$ cat src/rtl/risc_mem_arbiter.sv
// Single-port memory arbiter: debug has fixed priority, fetch and load/store share round-robin.
// Read responses are steered back to the issuing requester through an owner pipeline.
module risc_mem_arbiter #(
  parameter int unsigned WIDTH    = 32,
  parameter int unsigned ADDRSIZE = 12,
  parameter int unsigned MEM_LAT  = 1
) (
  input  logic                clk,
  input  logic                reset_n,
  input  logic                if_req,
  input  logic [ADDRSIZE-1:0] if_addr,
  input  logic                ls_req,
  input  logic [ADDRSIZE-1:0] ls_addr,
  input  logic                ls_we,
  input  logic [WIDTH-1:0]    ls_wdata,
  input  logic                dbg_req,
  input  logic [ADDRSIZE-1:0] dbg_addr,
  input  logic                dbg_we,
  input  logic [WIDTH-1:0]    dbg_wdata,
  input  logic                dbg_lock,
  output logic                if_gnt,
  output logic                ls_gnt,
  output logic                dbg_gnt,
  output logic                if_rvalid,
  output logic                ls_rvalid,
  output logic                dbg_rvalid,
  output logic [WIDTH-1:0]    rdata,
  output logic                mem_en,
  output logic                mem_we,
  output logic [ADDRSIZE-1:0] mem_addr,
  output logic [WIDTH-1:0]    mem_wdata,
  input  logic [WIDTH-1:0]    mem_rdata
);

  typedef enum logic [1:0] {
    OwnIf  = 2'd0,
    OwnLs  = 2'd1,
    OwnDbg = 2'd2
  } owner_e;

  localparam int unsigned SlotW = 3;
  localparam int unsigned PipeW = SlotW * MEM_LAT;

  logic             last_ls_q, last_ls_d;
  logic [PipeW-1:0] pipe_q, pipe_d;
  logic [SlotW-1:0] new_slot;
  logic [SlotW-1:0] out_slot;
  owner_e           rd_owner;
  owner_e           out_owner;
  logic             out_valid;

  // Grant decode; gated by reset_n so nothing is granted while reset is asserted.
  always_comb begin
    if_gnt  = 1'b0;
    ls_gnt  = 1'b0;
    dbg_gnt = 1'b0;
    if (reset_n) begin
      if (dbg_req) begin
        dbg_gnt = 1'b1;
      end else if (!dbg_lock) begin
        if (if_req && ls_req) begin
          if (last_ls_q) begin
            if_gnt = 1'b1;
          end else begin
            ls_gnt = 1'b1;
          end
        end else if (if_req) begin
          if_gnt = 1'b1;
        end else if (ls_req) begin
          ls_gnt = 1'b1;
        end
      end
    end
  end

  always_comb begin
    mem_en    = 1'b0;
    mem_we    = 1'b0;
    mem_addr  = '0;
    mem_wdata = '0;
    rd_owner  = OwnIf;
    unique case (1'b1)
      dbg_gnt: begin
        mem_en    = 1'b1;
        mem_we    = dbg_we;
        mem_addr  = dbg_addr;
        mem_wdata = dbg_wdata;
        rd_owner  = OwnDbg;
      end
      ls_gnt: begin
        mem_en    = 1'b1;
        mem_we    = ls_we;
        mem_addr  = ls_addr;
        mem_wdata = ls_wdata;
        rd_owner  = OwnLs;
      end
      if_gnt: begin
        mem_en   = 1'b1;
        mem_addr = if_addr;
        rd_owner = OwnIf;
      end
      default: ;
    endcase
  end

  always_comb begin
    last_ls_d = last_ls_q;
    if (if_gnt) begin
      last_ls_d = 1'b0;
    end else if (ls_gnt) begin
      last_ls_d = 1'b1;
    end
  end

  // Slot format is {valid, owner[1:0]}; newest slot enters at the low end.
  assign new_slot = {mem_en & ~mem_we, rd_owner};

  if (MEM_LAT == 1) begin : g_lat1
    assign pipe_d = new_slot;
  end else begin : g_latn
    assign pipe_d = {pipe_q[PipeW-SlotW-1:0], new_slot};
  end

  always_ff @(posedge clk or negedge reset_n) begin
    if (!reset_n) begin
      last_ls_q <= 1'b1;
      pipe_q    <= '0;
    end else begin
      last_ls_q <= last_ls_d;
      pipe_q    <= pipe_d;
    end
  end

  assign out_slot  = pipe_q[PipeW-1 -: SlotW];
  assign out_valid = out_slot[2];
  assign out_owner = owner_e'(out_slot[1:0]);

  always_comb begin
    if_rvalid  = 1'b0;
    ls_rvalid  = 1'b0;
    dbg_rvalid = 1'b0;
    rdata      = '0;
    if (out_valid) begin
      rdata = mem_rdata;
      unique case (out_owner)
        OwnIf:   if_rvalid  = 1'b1;
        OwnLs:   ls_rvalid  = 1'b1;
        OwnDbg:  dbg_rvalid = 1'b1;
        default: ;
      endcase
    end
  end

endmodule

$ cat config.mk
export PLATFORM = sky130hd
export DESIGN_NAME = risc_mem_arbiter
export DESIGN_NICKNAME = d
export VERILOG_FILES = /design/src/rtl/risc_mem_arbiter.sv
export SDC_FILE = /design/constraint.sdc
export NUM_CORES = 1
export LEC_CHECK = 0
export CAP_MARGIN = 10
export CORE_AREA = 3 3 86 88
export CTS_CLUSTER_SIZE = 24
export DETAILED_ROUTE_END_ITERATION = 16
export DIE_AREA = 0 0 89 91
export DONT_BUFFER_PORTS = 1
export GPL_TIMING_DRIVEN = 0
export HOLD_SLACK_MARGIN = 0.05
export SLEW_MARGIN = 20
export SYNTH_ARGS = -nofsm -noshare
export SYNTH_HDL_FRONTEND = slang
export SYNTH_SLANG_ARGS = --single-unit
export TNS_END_PERCENT = 20
$ cat constraint.sdc
create_clock -name clk -period 1.4 [get_ports clk]
set_clock_uncertainty 0.2 [all_clocks]
set_input_delay 0.07 -clock clk [delete_from_list [all_inputs] [get_ports clk]]
set_output_delay 0.07 -clock clk [all_outputs]
set_load 0.03 [all_outputs]
Word level (Yosys, flattened, before mapping):

Index checks and enable logic that the tools add are counted.

* equal/unequal tests: 2
* muxes and demuxes: 29
* bitwise operators: 2
* reductions and logical operators: 4

Operators with widths (count)
* 32-bit case mux with 2 select lines: 1
* 12-bit case mux with 3 select lines: 1
* 32-bit two-way mux: 1
* 1-bit two-way mux: 24
* 2-bit case mux with 2 select lines: 1
* 3-bit OR reduction: 1
* 2-bit by 1-bit == test with 1-bit output (second input constant): 1
* 2-bit == test (second input constant): 1
* 2-bit zero test: 1
* 1-bit case mux with 2 select lines: 1
* 2-bit nonzero test: 1
* 1-bit AND: 1
* 1-bit logical AND: 1
* 1-bit inverter: 1

* register bits after elaboration: 4
* logic and storage cells: 39
* output and inout bits: 84
* input port bits: 140

Logic depth before layout (Yosys ltp):

Gate-level depths: netlist of the first run.

* depth in word-level cells: 9
* depth in mapped cells: 5
* gate-level depth less buffers: 3

Worst setup path before layout of the first run:

No wires, ideal clock.

* path kind: register to output
* start: register last_ls_q
* end: output mem_wdata[22]
* setup slack: -229 ps
* data arrival time: 1359 ps
* buffers on the path: 2
* cell stages (with the launch flop): 6
* data required time: 1130 ps
* cell sequence: dfstp_2 > nand2_1 > and3_4 > buf_12 > buf_8 > a22o_1

* word-level cells in the longest chain between the ends: 6

Ends and longest elaborated chain
* start: declaration: line 44 `logic last_ls_q, last_ls_d;`
* start signal: assignment: line 129 `last_ls_q <= last_ls_d;`
* 1-bit two-way mux: line 62 `if (last_ls_q) begin`
* 1-bit two-way mux: line 61 `if (if_req && ls_req) begin`
* 1-bit two-way mux: line 60 `end else if (!dbg_lock) begin`
* 1-bit two-way mux: line 58 `if (dbg_req) begin`
* 1-bit two-way mux: line 57 `if (reset_n) begin`
* named net ls_gnt: line 22 `output logic ls_gnt,`
* 32-bit case mux with 2 select lines: line 82 `unique case (1'b1)`
* end: declaration: line 31 `output logic [WIDTH-1:0] mem_wdata,`

The timed path passes the listed nets, and every way through them passes these cells.

Worst setup path after layout of the first run:

* start: register last_ls_q
* end: output mem_addr[10]

* word-level cells in the longest chain between the ends: 6
* elaborated cells between the ends (all ways): 11
* those cells by class: mux: 11

Ends and longest elaborated chain
* 1-bit two-way mux: line 62
* 1-bit two-way mux: line 61
* 1-bit two-way mux: line 60
* 1-bit two-way mux: line 58
* 1-bit two-way mux: line 57
* 12-bit case mux with 3 select lines (*): line 82
* end: declaration: line 30 `output logic [ADDRSIZE-1:0] mem_addr,`

Mark *: on every way between the ends. The rest lies on a longest branch, timed or not.

==> run_results.csv, run 1 <==
group,metric,value,unit
global_routing,grt_pass1_vias,1207,
floorplanning,rows,30,
cts,clock_sinks,4,
drt,drtPass1Iterations,4,
yosys,synthCells,124,
cts,numCtsBuffers,3,
global_routing,grt_remaining_overflow,0,
drt,wl_per_cell,22.0,um
timing,finalHoldViolCount,0,
cts,cts_tree,"built",
setup_path,crit_required,1.13,ns
pwr,p_leak,0.790,nW
timing,fin_crit,1.82,ns
outcome,violations,"setup timing",
yosys,yosys_register_bits,4,
layout,area_growth,62.7,%
place,gp_congestion,0.751,
setup_path,arrival,1.55,ns
timing,worst_slack,-0.420,ns
setup_path,start_kind,"flop",
cts,insertion_delay,0.21,ns
drt,drc,0,
setup_path,slowest_stage,"dfstp_2",
timing,max_freq,0.549,GHz
timing,drv_slew,0,
drt,initialDrtViolationCount,15,
yosys,syn_nets,264,
floorplanning,die_x,89,um
timing,period_share,130,%
place,hpwl,4020,um
timing,tns,-17.24,ns
setup_path,path_max_fanout,10,
timing,grt_setup_unrepaired,"yes",
global_routing,antenna_found_initial,0,
floorplanning,boundaryPins,224,
global_routing,grt_first_pass_wirelength,6530,um
yosys,ys.flop_type,"dfrtp_1",
drt,antenna_left,0,
layout,fillers,710,
pwr,powerDensity,622,mW/mm^2
layout,fin_util,24.9,%
yosys,synth_edf_count,0,
layout,final_common_cell,"a22o_4",
run,max_cap_violations,0,
timing,tightest_slew,0.642,ns
pwr,p_total,0.00104,W
drt,routed_wl,4790,um
layout,nNetsFinal,279,
floorplanning,die_y,91,um
min_path,hold_class,"primary input to flop",
floorplanning,start_util,15.3,%
cts,path_clk_slew,0.04,ns
yosys,yosys_warnings,0,
global_routing,grt_max_degree,12,
setup_path,crit_chain,"nand2_1, and3_4, buf_6, a221o_2",
setup_path,critical_path.endpoint_type,"output pin",
cts,htreeDepth,1,
yosys,syn_area,0.00103,mm^2
yosys,synth_seq_area_share,9.87,%
floorplanning,core,0.00672,mm^2
yosys,ys_async_sr_fraction,100,%
cts,cts_root_buffer,"clkbuf_8",
drt,vias_per_cell,5.49,
setup_path,worstSetupPathType,"flop to output pin",
setup_path,critPathBufInv,1,
outcome,outcome,"complete, but fails checks",
layout,mostFrequentLayoutCells,"33 x a22o_4, 30 x and2_2, 12 x and3_1, 12 x a221o_2, 8 x dlygate4sd3_1",
global_routing,grtUsageTotal,10.3,%
setup_path,critPathMaxStageDelay,0.52,ns
drt,vias,1196,
timing,relSlewSlack,57.2,%
cts,cts.path.max_buffers,2,
setup_path,cpLargestDelayFamily,"flip-flops",
yosys,synth.avg_cell_area,8.28,um^2
timing,setup_violations,48,
layout,n_antenna_cell,0,
pwr,peakVddDrop,0.171,mV
yosys,synth_cell_types,23,
floorplanning,die_area,0.00810,mm^2
layout,drive_gt1_share,71.7,%
place,io_buffers,0,
==> report_power, final <==
group	switching (W)	total [W]	internal [W]
logic	0.000409	0.000636	0.000227
registers	0.0000109	0.000146	0.000136
clock network	0.0000617	0.000256	0.000195
==> final timing paths <==
check,startpoint,to,slack [ns],cells after the start
setup / recovery,last_ls_q,mem_addr[10],-0.42,4
hold / removal,reset_n,out_slot[1],0.07,2
setup reg to reg,last_ls_q,out_slot[2],-0.04,4
hold reg to reg,last_ls_q,last_ls_q,0.47,3
max in group asynchronous,reset_n,last_ls_q,0.25,2
min in group asynchronous,reset_n,out_slot[1],0.49,2
==> area by class of cell <==
cell class | count | area (um^2) | share of cell area, %
Timing Repair Buffer | 10 | 113 | 6.74
Clock buffer | 4 | 45.0 | 2.69
Sequential cell | 4 | 103 | 6.14
Buffer | 15 | 146 | 8.76
Inverter | 1 | 3.75 | 0.225
Multi-Input combinational cell | 104 | 1160 | 69.5
Tap cell | 80 | 100 | 5.99
==> sequential cells by signal, summed over array words and instances (netlist names) <==
register / flops
last_ls_q: 1
out_slot: 3
==> cell usage after synthesis (2+ instances only) <==
cell	instances	area (um^2)
buf_8	3	45.0
clkbuf_1	7	26.3
buf_2	3	15.0
a221o_1	12	120
dfrtp_1	3	75.1
a22o_1	33	289
and3_1	12	75.1
and2_1	34	213
and3_4	2	22.5
and3b_1	2	17.5
==> through the flow <==
| step | setup WS (ns) | instances | hold WS [ns] | area (um^2) |
|---|---|---|---|---|
| global placement | -0.211 | 204 | -0.425 | 1410 |
| CTS | -0.427 | 217 | 0.0710 | 1640 |
| floorplan | -0.154 | 124 | -0.426 | 1310 |
| global route | -0.447 | 218 | 0.0876 | 1670 |
| finish | -0.420 | 218 | 0.0729 | 1670 |
| detailed placement | -0.219 | 204 | -0.425 | 1410 |
==> cell families (layout without fill, tap and decap cells) <==
| group | Yosys count | in the layout | synth area share [%] |
|---|---|---|---|
| AO/OA/AOI/OAI | 50 | 50 | 43.2 |
| buffers and inverters | 16 | 30 | 11.4 |
| flip-flops | 4 | 4 | 9.87 |
| AND/OR/NAND/NOR | 54 | 54 | 35.4 |
==> worst register-to-register path, delay by kind of cell, from the launching register on <==
family | cells | cell delay, ns
AOI/OAI and AO/OA | 1 | 0.26
buffers and inverters | 1 | 0.15
DFF | 1 | 0.52
and+or+nand+nor | 2 | 0.21
==> layer usage <==
layer / wire, um / vias to the layer above / track usage (%)
met5: 0 / - / 0
met4: 29 / 0 / 2.23
met3: 563 / 2 / 3.18
met2: 2600 / 122 / 19.9
met1: 1600 / 556 / 10.5
li1: - / 516 / -
==> repair_timing <==
item / in CTS / in global routing
gates resized for setup: 49 / 1
pin swaps: 34 / 1
hold endpoints to repair: 7 / 0
setup endpoints to repair: 79 / 79
cloned: 0 / 1
setup buffers: 1 / 0
hold buffers: 8 / 0
No activity file was read; power rests on OpenSTA's default activity.
==> run 2: changes to the inputs <==
Settings changed: ABC_AREA set to 1.
==> run_results.csv, run 2 <==
group,metric,value,unit
yosys,synthCells,265,
setup_path,path_max_fanout,10,
pwr,p_sw,0.000630,W
setup_path,crit_required,1.13,ns
yosys,synth_seq_area_share,7.84,%
cts,clock_sinks,4,
min_path,worst_hold_path.endpoint,"last_ls_q",
yosys,synth.avg_cell_area,4.88,um^2
layout,nNetsFinal,424,
setup_path,worstReg2RegEnd,"out_slot[2]",
yosys,ys.flop_type,"dfrtp_1",
pwr,internal_power,0.000524,W
timing,grt_setup_unrepaired,"yes",
timing,tightest_slew,0.353,ns
yosys,syn_area,0.00129,mm^2
cts,cts.path.max_buffers,2,
setup_path,reg2reg_from,"last_ls_q",
yosys,synth_top_area_share,40.4,%
floorplanning,boundaryPins,224,
yosys,yosysTopAreaCell,"nand2_1",
pwr,p_leak,1.15,nW
min_path,min_path_cells,4,
setup_path,critical_path.endpoint_type,"output pin",
global_routing,met3_usage,3.72,%
timing,fin_crit,1.68,ns
yosys,synth_fa_ha_area_share,0,%
setup_path,rrSetupSlack,-0.14,ns
setup_path,reg2reg_depth,6,
drt,wl_per_cell,17.4,um
layout,fillers,711,
min_path,hold_class,"primary input to flop",
floorplanning,rows,30,
global_routing,grt.busiest_layer,"met2",
yosys,synth_xor_area_share,0,%
yosys,synthTopCellsByArea,"nand2_1 40%, inv_1 13%, nand2_2 12%",
place,io_buffers,0,
yosys,synthMuxAreaShare,0,%
timing,setup_violations,51,
timing,finalHoldViolCount,1,
place,pre_cts_slack,-0.308,ns
setup_path,slowest_stage,"dfstp_2",
run,max_cap_violations,0,
layout,area_growth,64.2,%
yosys,yosys_register_bits,4,
layout,n_antenna_cell,0,
timing,tns,-11.26,ns
pwr,pwr-share-seq,12.8,%
outcome,violations,"hold timing, setup timing",
yosys,synth_common_cells,"139 x nand2_1, 45 x inv_1, 24 x nand2_2",
yosys,synth_compound_area_share,0.387,%
global_routing,grtUsageMet2,29.1,%
floorplanning,die_area,0.00810,mm^2
pwr,switching_share,54.6,%
yosys,synth_edf_count,0,
cts,cts_root_buffer,"clkbuf_8",
global_routing,grt_pass1_vias,1795,
pwr,p_total,0.00115,W
setup_path,arrival,1.41,ns
min_path,min-delay-start,"dbg_req",
setup_path,crit_chain,"nand3_4, inv_4, nor2_8, buf_12, nand2_2, nand3_4",
yosys,synthSimpleGateAreaFrac,70.2,%
global_routing,grtUsageTotal,14.4,%
outcome,outcome,"complete, but fails checks",
drt,antenna_left,0,
layout,final_common_cell,"nand2_1",
cts,insertion_delay,0.21,ns
yosys,synth_most_common_cell,"nand2_1",
global_routing,grt_first_pass_wirelength,8980,um
floorplanning,die_y,91,um
setup_path,start_kind,"flop",
global_routing,met1_usage,13.4,%
drt,vias,1752,
yosys,ys_async_sr_fraction,100,%
timing,period_share,120,%
layout,drive_gt1_share,53.0,%
timing,max_freq,0.596,GHz
global_routing,grt_max_degree,11,
drt,drtPass1Iterations,4,
floorplanning,start_util,19.2,%
cts,numCtsBuffers,3,
floorplanning,die_x,89,um
place,hpwl,4910,um
layout,mostFrequentLayoutCells,"96 x nand2_1, 40 x nand2_2, 30 x inv_2",
place,gp_congestion,0.740,
timing,hold_ws,-0.0317,ns
drt,vias_per_cell,4.83,
cts,path_clk_slew,0.03,ns
yosys,synth_top_family_by_area,"simple AND/OR/NAND/NOR gates",
yosys,synth_cell_types,18,
yosys,syn_nets,405,
global_routing,grt_remaining_overflow,0,
pwr,p_clk_share,22.0,%
setup_path,critical_path.most_common_cell,"nand3_4",
timing,worst_slack,-0.277,ns
pwr,powerDensity,544,mW/mm^2
timing,drv_slew,0,
layout,largest_reg_flops,3,
drt,routed_wl,6330,um
pwr,peakVddDrop,0.226,mV
yosys,yosys_warnings,0,
floorplanning,core,0.00672,mm^2
cts,cts_tree,"built",
pwr,pwr-share-comb,65.1,%
setup_path,critPathMaxStageDelay,0.57,ns
global_routing,antenna_found_initial,0,
timing,relSlewSlack,76.4,%
drt,drc,0,
cts,htreeDepth,1,
setup_path,worstSetupPathType,"flop to output pin",
drt,initialDrtViolationCount,24,
[run 2: cells by family (layout without fill, tap and decap cells)]
family          after synthesis  after routing
flops                         4              4
compound gates                1              1
simple gates                200            201
buf+inv                      60             77
[run 2: worst max path at each step]
stage	endpoint	startpoint	slack, ns	depth (start not counted)
final	mem_addr[5]	last_ls_q	-0.28	6
after global routing	mem_addr[5]	last_ls_q	-0.33	6
after CTS	mem_addr[11]	last_ls_q	-0.27	6
after detailed placement	mem_wdata[26]	last_ls_q	-0.31	6
after global placement	mem_wdata[26]	last_ls_q	-0.31	6
after floorplan	mem_addr[3]	last_ls_q	-0.08	6
[run 2: what timing repair did]
action | CTS | global route
cloned | 2 | 0
hold buffers | 6 | 2
buffers inserted | 3 | 1
gates resized for setup | 143 | 11
endpoints found under the setup margin | 83 | 71
pin swaps | 11 | 11
hold endpoints to repair | 7 | 5
[run 2: layer usage]
metal	wire, um	vias up
met1	1920	781
met3	773	12
met2	3510	154
li1	-	805
met4	120	0
met5	0	-
[run 2: cell type report]
cell class	count	area [um^2]	area share [%]
multi-input cells	202	1390	65.7
inverters	46	188	8.84
plain buffers	14	151	7.13
repair buffers	13	143	6.72
flip-flops and latches	4	101	4.78
well taps	80	100	4.72
clock buffers	4	45.0	2.12
[run 2: through the flow]
stage / cell area [um^2] / instances / util (%)
4_1_cts: 2060 / 360 / 30.7
2_1_floorplan: 1330 / 265 / -
3_5_place_dp: 1430 / 345 / 21.3
5_1_grt: 2120 / 363 / 31.6
6_report: 2120 / 363 / 31.6
3_3_place_gp: 1430 / 345 / 21.3
[run 2: critical path: cells and delay by family (launching register included)]
family        cells  cell delay (ns)
simple gates      4             0.37
flops             1             0.57
buf+inv           2             0.25
[run 2: power groups by stage]
stage                     Sequential [W]  Combinational (W)  Clock, W
after CTS                       0.000145           0.000731  0.000265
after detailed placement        0.000142           0.000569         0
after global routing            0.000149           0.000805  0.000275
after global placement          0.000142           0.000564         0
after floorplan                 0.000139           0.000501         0
final                           0.000148           0.000751  0.000254
